## config.mk

```make
export PLATFORM = sky130hd
export DESIGN_NAME = sha256_padder
export DESIGN_NICKNAME = d
export VERILOG_FILES = /design/src/rtl/sha256_padder.sv
export SDC_FILE = /design/constraint.sdc
export NUM_CORES = 1
export LEC_CHECK = 0
export CORE_UTILIZATION = 45
export CTS_BUF_LIST = sky130_fd_sc_hd__clkbuf_8 sky130_fd_sc_hd__clkbuf_16
export DETAILED_ROUTE_END_ITERATION = 8
export HOLD_SLACK_MARGIN = 0.02
export PLACE_DENSITY_LB_ADDON = 0.12
export SETUP_SLACK_MARGIN = 0.3
export SLEW_MARGIN = 20
export SYNTH_ARGS = -nofsm -noshare
export SYNTH_HDL_FRONTEND = slang
export SYNTH_SLANG_ARGS = --single-unit
```

## constraint.sdc

```tcl
create_clock -name clk -period 2.6 [get_ports clk]
set_clock_uncertainty 0.15 [all_clocks]
set_input_delay 0.52 -clock clk [delete_from_list [all_inputs] [get_ports clk]]
set_output_delay 0.52 -clock clk [all_outputs]
set_load 0.005 [all_outputs]
```

## src/rtl/sha256_padder.sv

```systemverilog
// SHA-256 message padder: packs a big-endian word stream into 512-bit blocks and appends
// the 0x80 terminator, zero fill and the 64-bit message bit length.
module sha256_padder #(
    parameter int unsigned LEN_W = 64
) (
    input  logic         clk,
    input  logic         rst,
    input  logic [31:0]  data_i,
    input  logic         vld_i,
    input  logic         last_i,
    input  logic [2:0]   nbytes_i,
    output logic         in_rdy_o,
    output logic [511:0] blk_o,
    output logic         padded_o,
    output logic         blk_last_o,
    input  logic         blk_ack_i
);

    typedef enum logic [1:0] {FILL, EMIT, PAD} state_e;

    state_e            state_q;
    logic [15:0][31:0] blk_q;        // word w lives at blk_q[15-w]
    logic [3:0]        idx_q;
    logic [LEN_W-1:0]  len_q;
    logic              term_done_q;
    logic              msg_end_q;
    logic              padded_q;
    logic              blk_last_q;
    logic              in_rdy_q;

    logic [2:0]        nb_d;
    logic [31:0]       last_word_d;
    logic [LEN_W-1:0]  len_add_d;
    logic [63:0]       len64_d;
    logic [4:0]        pad_idx_d;
    logic [15:0][31:0] pad_blk_d;
    logic              pad_last_d;

    // Final word: keep n leading bytes, then the terminator byte if there is room.
    always_comb begin
        nb_d        = (nbytes_i > 3'd4) ? 3'd4 : nbytes_i;
        last_word_d = data_i;
        for (int unsigned b = 0; b < 4; b++) begin
            if (b >= 32'(nb_d))
                last_word_d[31-8*b -: 8] = (b == 32'(nb_d)) ? 8'h80 : 8'h00;
        end
        len_add_d = LEN_W'({nb_d, 3'b000});
    end

    always_comb begin
        len64_d             = '0;
        len64_d[LEN_W-1:0]  = len_q;
        pad_idx_d           = term_done_q ? {1'b0, idx_q} : {1'b0, idx_q} + 5'd1;
        pad_blk_d           = blk_q;
        if (!term_done_q)
            pad_blk_d[4'd15 - idx_q] = 32'h8000_0000;
        for (int unsigned w = 0; w < 16; w++) begin
            if (w >= 32'(pad_idx_d))
                pad_blk_d[4'(15 - w)] = '0;
        end
        // Length only fits when words 14..15 are still free after the terminator.
        pad_last_d = (pad_idx_d <= 5'd14);
        if (pad_last_d)
            {pad_blk_d[1], pad_blk_d[0]} = len64_d;
    end

    always_ff @(posedge clk or negedge rst) begin
        if (!rst) begin
            state_q     <= FILL;
            blk_q       <= '0;
            idx_q       <= '0;
            len_q       <= '0;
            term_done_q <= 1'b0;
            msg_end_q   <= 1'b0;
            padded_q    <= 1'b0;
            blk_last_q  <= 1'b0;
            in_rdy_q    <= 1'b0;
        end else begin
            case (state_q)
                FILL: begin
                    in_rdy_q <= 1'b1;
                    if (vld_i && in_rdy_q) begin
                        blk_q[4'd15 - idx_q] <= last_i ? last_word_d : data_i;
                        len_q <= len_q + (last_i ? len_add_d : LEN_W'(32));
                        if (last_i) begin
                            msg_end_q   <= 1'b1;
                            term_done_q <= (nb_d != 3'd4);
                        end
                        if (idx_q == 4'd15) begin
                            idx_q      <= '0;
                            state_q    <= EMIT;
                            padded_q   <= 1'b1;
                            blk_last_q <= 1'b0;
                            in_rdy_q   <= 1'b0;
                        end else begin
                            idx_q <= idx_q + 4'd1;
                            if (last_i) begin
                                state_q  <= PAD;
                                in_rdy_q <= 1'b0;
                            end
                        end
                    end
                end
                PAD: begin
                    blk_q       <= pad_blk_d;
                    blk_last_q  <= pad_last_d;
                    padded_q    <= 1'b1;
                    term_done_q <= 1'b1;
                    idx_q       <= '0;
                    state_q     <= EMIT;
                end
                EMIT: begin
                    if (blk_ack_i) begin
                        padded_q   <= 1'b0;
                        blk_last_q <= 1'b0;
                        if (blk_last_q) begin
                            len_q       <= '0;
                            idx_q       <= '0;
                            term_done_q <= 1'b0;
                            msg_end_q   <= 1'b0;
                            state_q     <= FILL;
                            in_rdy_q    <= 1'b1;
                        end else if (msg_end_q) begin
                            state_q <= PAD;
                        end else begin
                            state_q  <= FILL;
                            in_rdy_q <= 1'b1;
                        end
                    end
                end
                default: state_q <= FILL;
            endcase
        end
    end

    assign in_rdy_o   = in_rdy_q;
    assign blk_o      = blk_q;
    assign padded_o   = padded_q;
    assign blk_last_o = blk_last_q;

endmodule

```

==> results.json <==
{
  "remaining_drc_errors": 0,
  "max-cap-violations": 0,
  "cts-buffers-inserted": 59,
  "synth_most_common_cell": "dfrtp_1",
  "ys_ff_latch": 584,
  "hp-class": "input pin to asynchronous set/reset pin",
  "layout-drive-gt1-share_pct": 22.2,
  "seq_area_frac_synth_pct": 61.8,
  "synthToLayoutAreaGrowth_pct": 54.9,
  "total_global_routing_overflow": 0,
  "i_o_pins": 555,
  "standard_cell_area_after_detailed_placement_um2": 32800,
  "critical_path.most_common_cell": "buf_4",
  "place.gp.congestion": 0.958,
  "grt_antenna_before_repair": 1,
  "std_cell_rows": 83,
  "dr.first_iter.drc_count": 2000,
  "timing_worst_setup_path_type": "register to register",
  "p_leak_nw": 16.3,
  "clock_tree_from_tritoncts": "yes",
  "count_of_placed_standard_cells_including_taps": 3412,
  "path_cells": "buf_4 -> buf_4 -> nand3_2 -> o21ai_1 -> buf_4 -> a221o_2 -> a31o_4 -> a221o_1",
  "design_power_total_mw": 33.7,
  "worstSetupStartpointType": "register",
  "synthFlopType": "dfrtp_1",
  "portBuffers": 554,
  "firstDrtPassIters": 5,
  "synthDominantCellAreaShare_pct": 61.8,
  "fin_tns_setup_ns": 0,
  "vdd_drop_max_mv": 0.666,
  "start_util_pct": 45.8,
  "finalHoldViolCount": 0,
  "wire_length_of_the_first_global_routing_pass_um": 143000,
  "critical_path.slowest_cell": "dfrtp_2",
  "clk_latency_ns": 0.64,
  "wl_per_cell_um": 27.7,
  "vias_in_the_first_global_route": 21614,
  "synth_cells": 2087,
  "post_synthesis_cell_type_with_the_largest_combined_area": "dfrtp_1",
  "post-dp-hpwl_um": 66900,
  "final.min_clock_period_ns": 2.50,
  "timing.max_slew.rel_slack_pct": 55.2,
  "cts_num_sinks": 584,
  "slew_viol_final": 0,
  "postRouteWirelength_um": 99400,
  "fp.dieH_um": 231,
  "cts.path.max_buffers": 3,
  "fmaxAchievable_mhz": 399,
  "outcome": "finished, final reports clean",
  "synth_edf_count": 0,
  "maximum_number_of_pins_on_one_net_before_global_route_repair": 103,
  "cts.clk_slew.worst_paths_ns": 0.06,
  "p_per_area_nw_per_um2": 921,
  "synthTopCellsByArea": "dfrtp_1, o2bb2ai_1, nand2_1",
  "dieArea_um2": 53400,
  "grt_setup_unrepaired": "true",
  "vias_per_cell": 6.04,
  "mappedNetlistNets": 2140,
  "grt_use_total_pct": 35.9,
  "critical_path.max_fanout": 8,
  "async_flop_share_pct": 100,
  "end_kind": "register",
  "commonest_cells_in_the_synthesized_netlist": "dfrtp_1, nand2_1, o2bb2ai_1",
  "critical_path_arrival_ns": 2.87,
  "mappedNetlistArea_um2": 23600,
  "warnings_synthesis": 0,
  "finalNetCount": 2915,
  "setup_viol": 0,
  "die_w_um": 231,
  "detailroute.via_count": 21664,
  "tightest_slew_ns": 0.670,
  "finalHoldWorstSlack_ns": 0.251,
  "detail-route-antenna-nets": 0,
  "core_um2": 51600,
  "clock-root-buffer": "clkbuf_16",
  "yosys.cell_types.count": 69,
  "cts.htree.levels": 2,
  "worst_path_largest_cell_delay_ns": 0.48,
  "critical_path_required_ns": 2.97,
  "synth.avg_cell_area_um2": 11.3,
  "instances_no_fill": 3588,
  "finalInstanceArea_um2": 36600,
  "fin_crit_sh_pct": 96.3
}
-- registers in the layout (all words and copies together) (netlist names) --
signal	cells
blk_last_o	1
padded_o	1
state_q	2
idx_q	4
in_rdy_o	1
blk_o	512
term_done_q	1
len64_d	61
msg_end_q	1
-- per-stage QoR --
stage	setup slack, ns	util (%)
3_5_place_dp	-0.474	63.5
4_1_cts	0.106	68.6
2_1_floorplan	-0.0456	-
5_1_grt	0.0244	70.9
3_3_place_gp	-0.442	63.5
6_report	0.0952	70.9
-- timing repair --
item                                    in CTS  in global routing
hold buffers                                 1                  0
setup buffers                               26                 21
endpoints found under the hold margin       28                  0
cloned                                       9                 12
endpoints found under the setup margin     572                612
gates resized for setup                     72                177
pin swaps                                   12                 43
-- report_power, final --
part           switching, mW  total, mW  leakage (nW)  internal, mW
Combinational           7.34       13.9          7.17          6.56
Clock                   3.70       8.62          1.02          4.93
Sequential             0.949       11.2          8.07          10.2
Total                   12.0       33.7          16.3          21.7
-- per-layer routing --
layer	share of wire (%)	GRT usage [%]
met5	0	0
met1	39	46.6
met3	8.9	9.03
met2	47	57.2
met4	4.9	15.1
-- cell usage in the layout (no fill, tap or decap), types with 21 or more instances in the layout --
cell             synthesis  final
dfrtp_1                584    577
clkdlybuf4s50_1          0    549
nand2_1                255    228
buf_4                    1    225
o2bb2ai_1              253    212
o21ai_0                172    145
nor2_1                 119    113
buf_12                   0     85
clkbuf_16                0     71
a221o_1                 59     58
o2bb2ai_2                0     35
nor3_1                  44     35
o21ai_1                 34     32
a21oi_1                 37     31
a2bb2o_1                29     29
inv_1                   16     26
xor2_1                  26     26
nand4_1                 23     23
nand3_1                 36     22
xnor2_1                 22     21
-- layout make-up --
cell class / count / area (µm²)
Clock buffer: 68 / 1620
Fill cell: 3624 / 15000
Clock inverter: 38 / 320
Sequential cell: 584 / 14600
Antenna cell: 1 / 2.50
Tap cell: 680 / 851
Multi-Input combinational cell: 1304 / 9590
Timing Repair Buffer: 897 / 9540
Inverter: 16 / 68.8
-- kinds of logic after synthesis --
logic type      synth area share (%)
compound gates                  20.6
xor+xnor                        1.78
fa+ha+maj                      0.720
buf+inv                         3.35
flops                           61.8
mux                            0.222
simple gates                    11.4
-- worst max-delay path: cells and delay by family (launching register included) --
kind            cells  cell delay [ns]
flops               1             0.48
buf+inv             3             0.45
simple gates        1             0.08
compound gates      4             1.23
-- final timing paths --
check                           slack (ns)                      end                   start  cells after the start
worst max register to register         0.1    blk_o[58]$_DFFE_PN0P_    idx_q[0]$_DFFE_PN0P_                      8
worst min-delay path                  0.25   blk_o[421]$_DFFE_PN0P_                     rst                      2
worst max-delay path                   0.1    blk_o[58]$_DFFE_PN0P_    idx_q[0]$_DFFE_PN0P_                      8
max in group asynchronous             1.09   blk_o[324]$_DFFE_PN0P_                     rst                      3
min in group clk                      0.28  term_done_q$_DFFE_PN0P_             nbytes_i[2]                      5
worst min register to register        0.33   blk_o[395]$_DFFE_PN0P_  blk_o[395]$_DFFE_PN0P_                      2
Note: power is estimated with default switching activity, not from simulation.
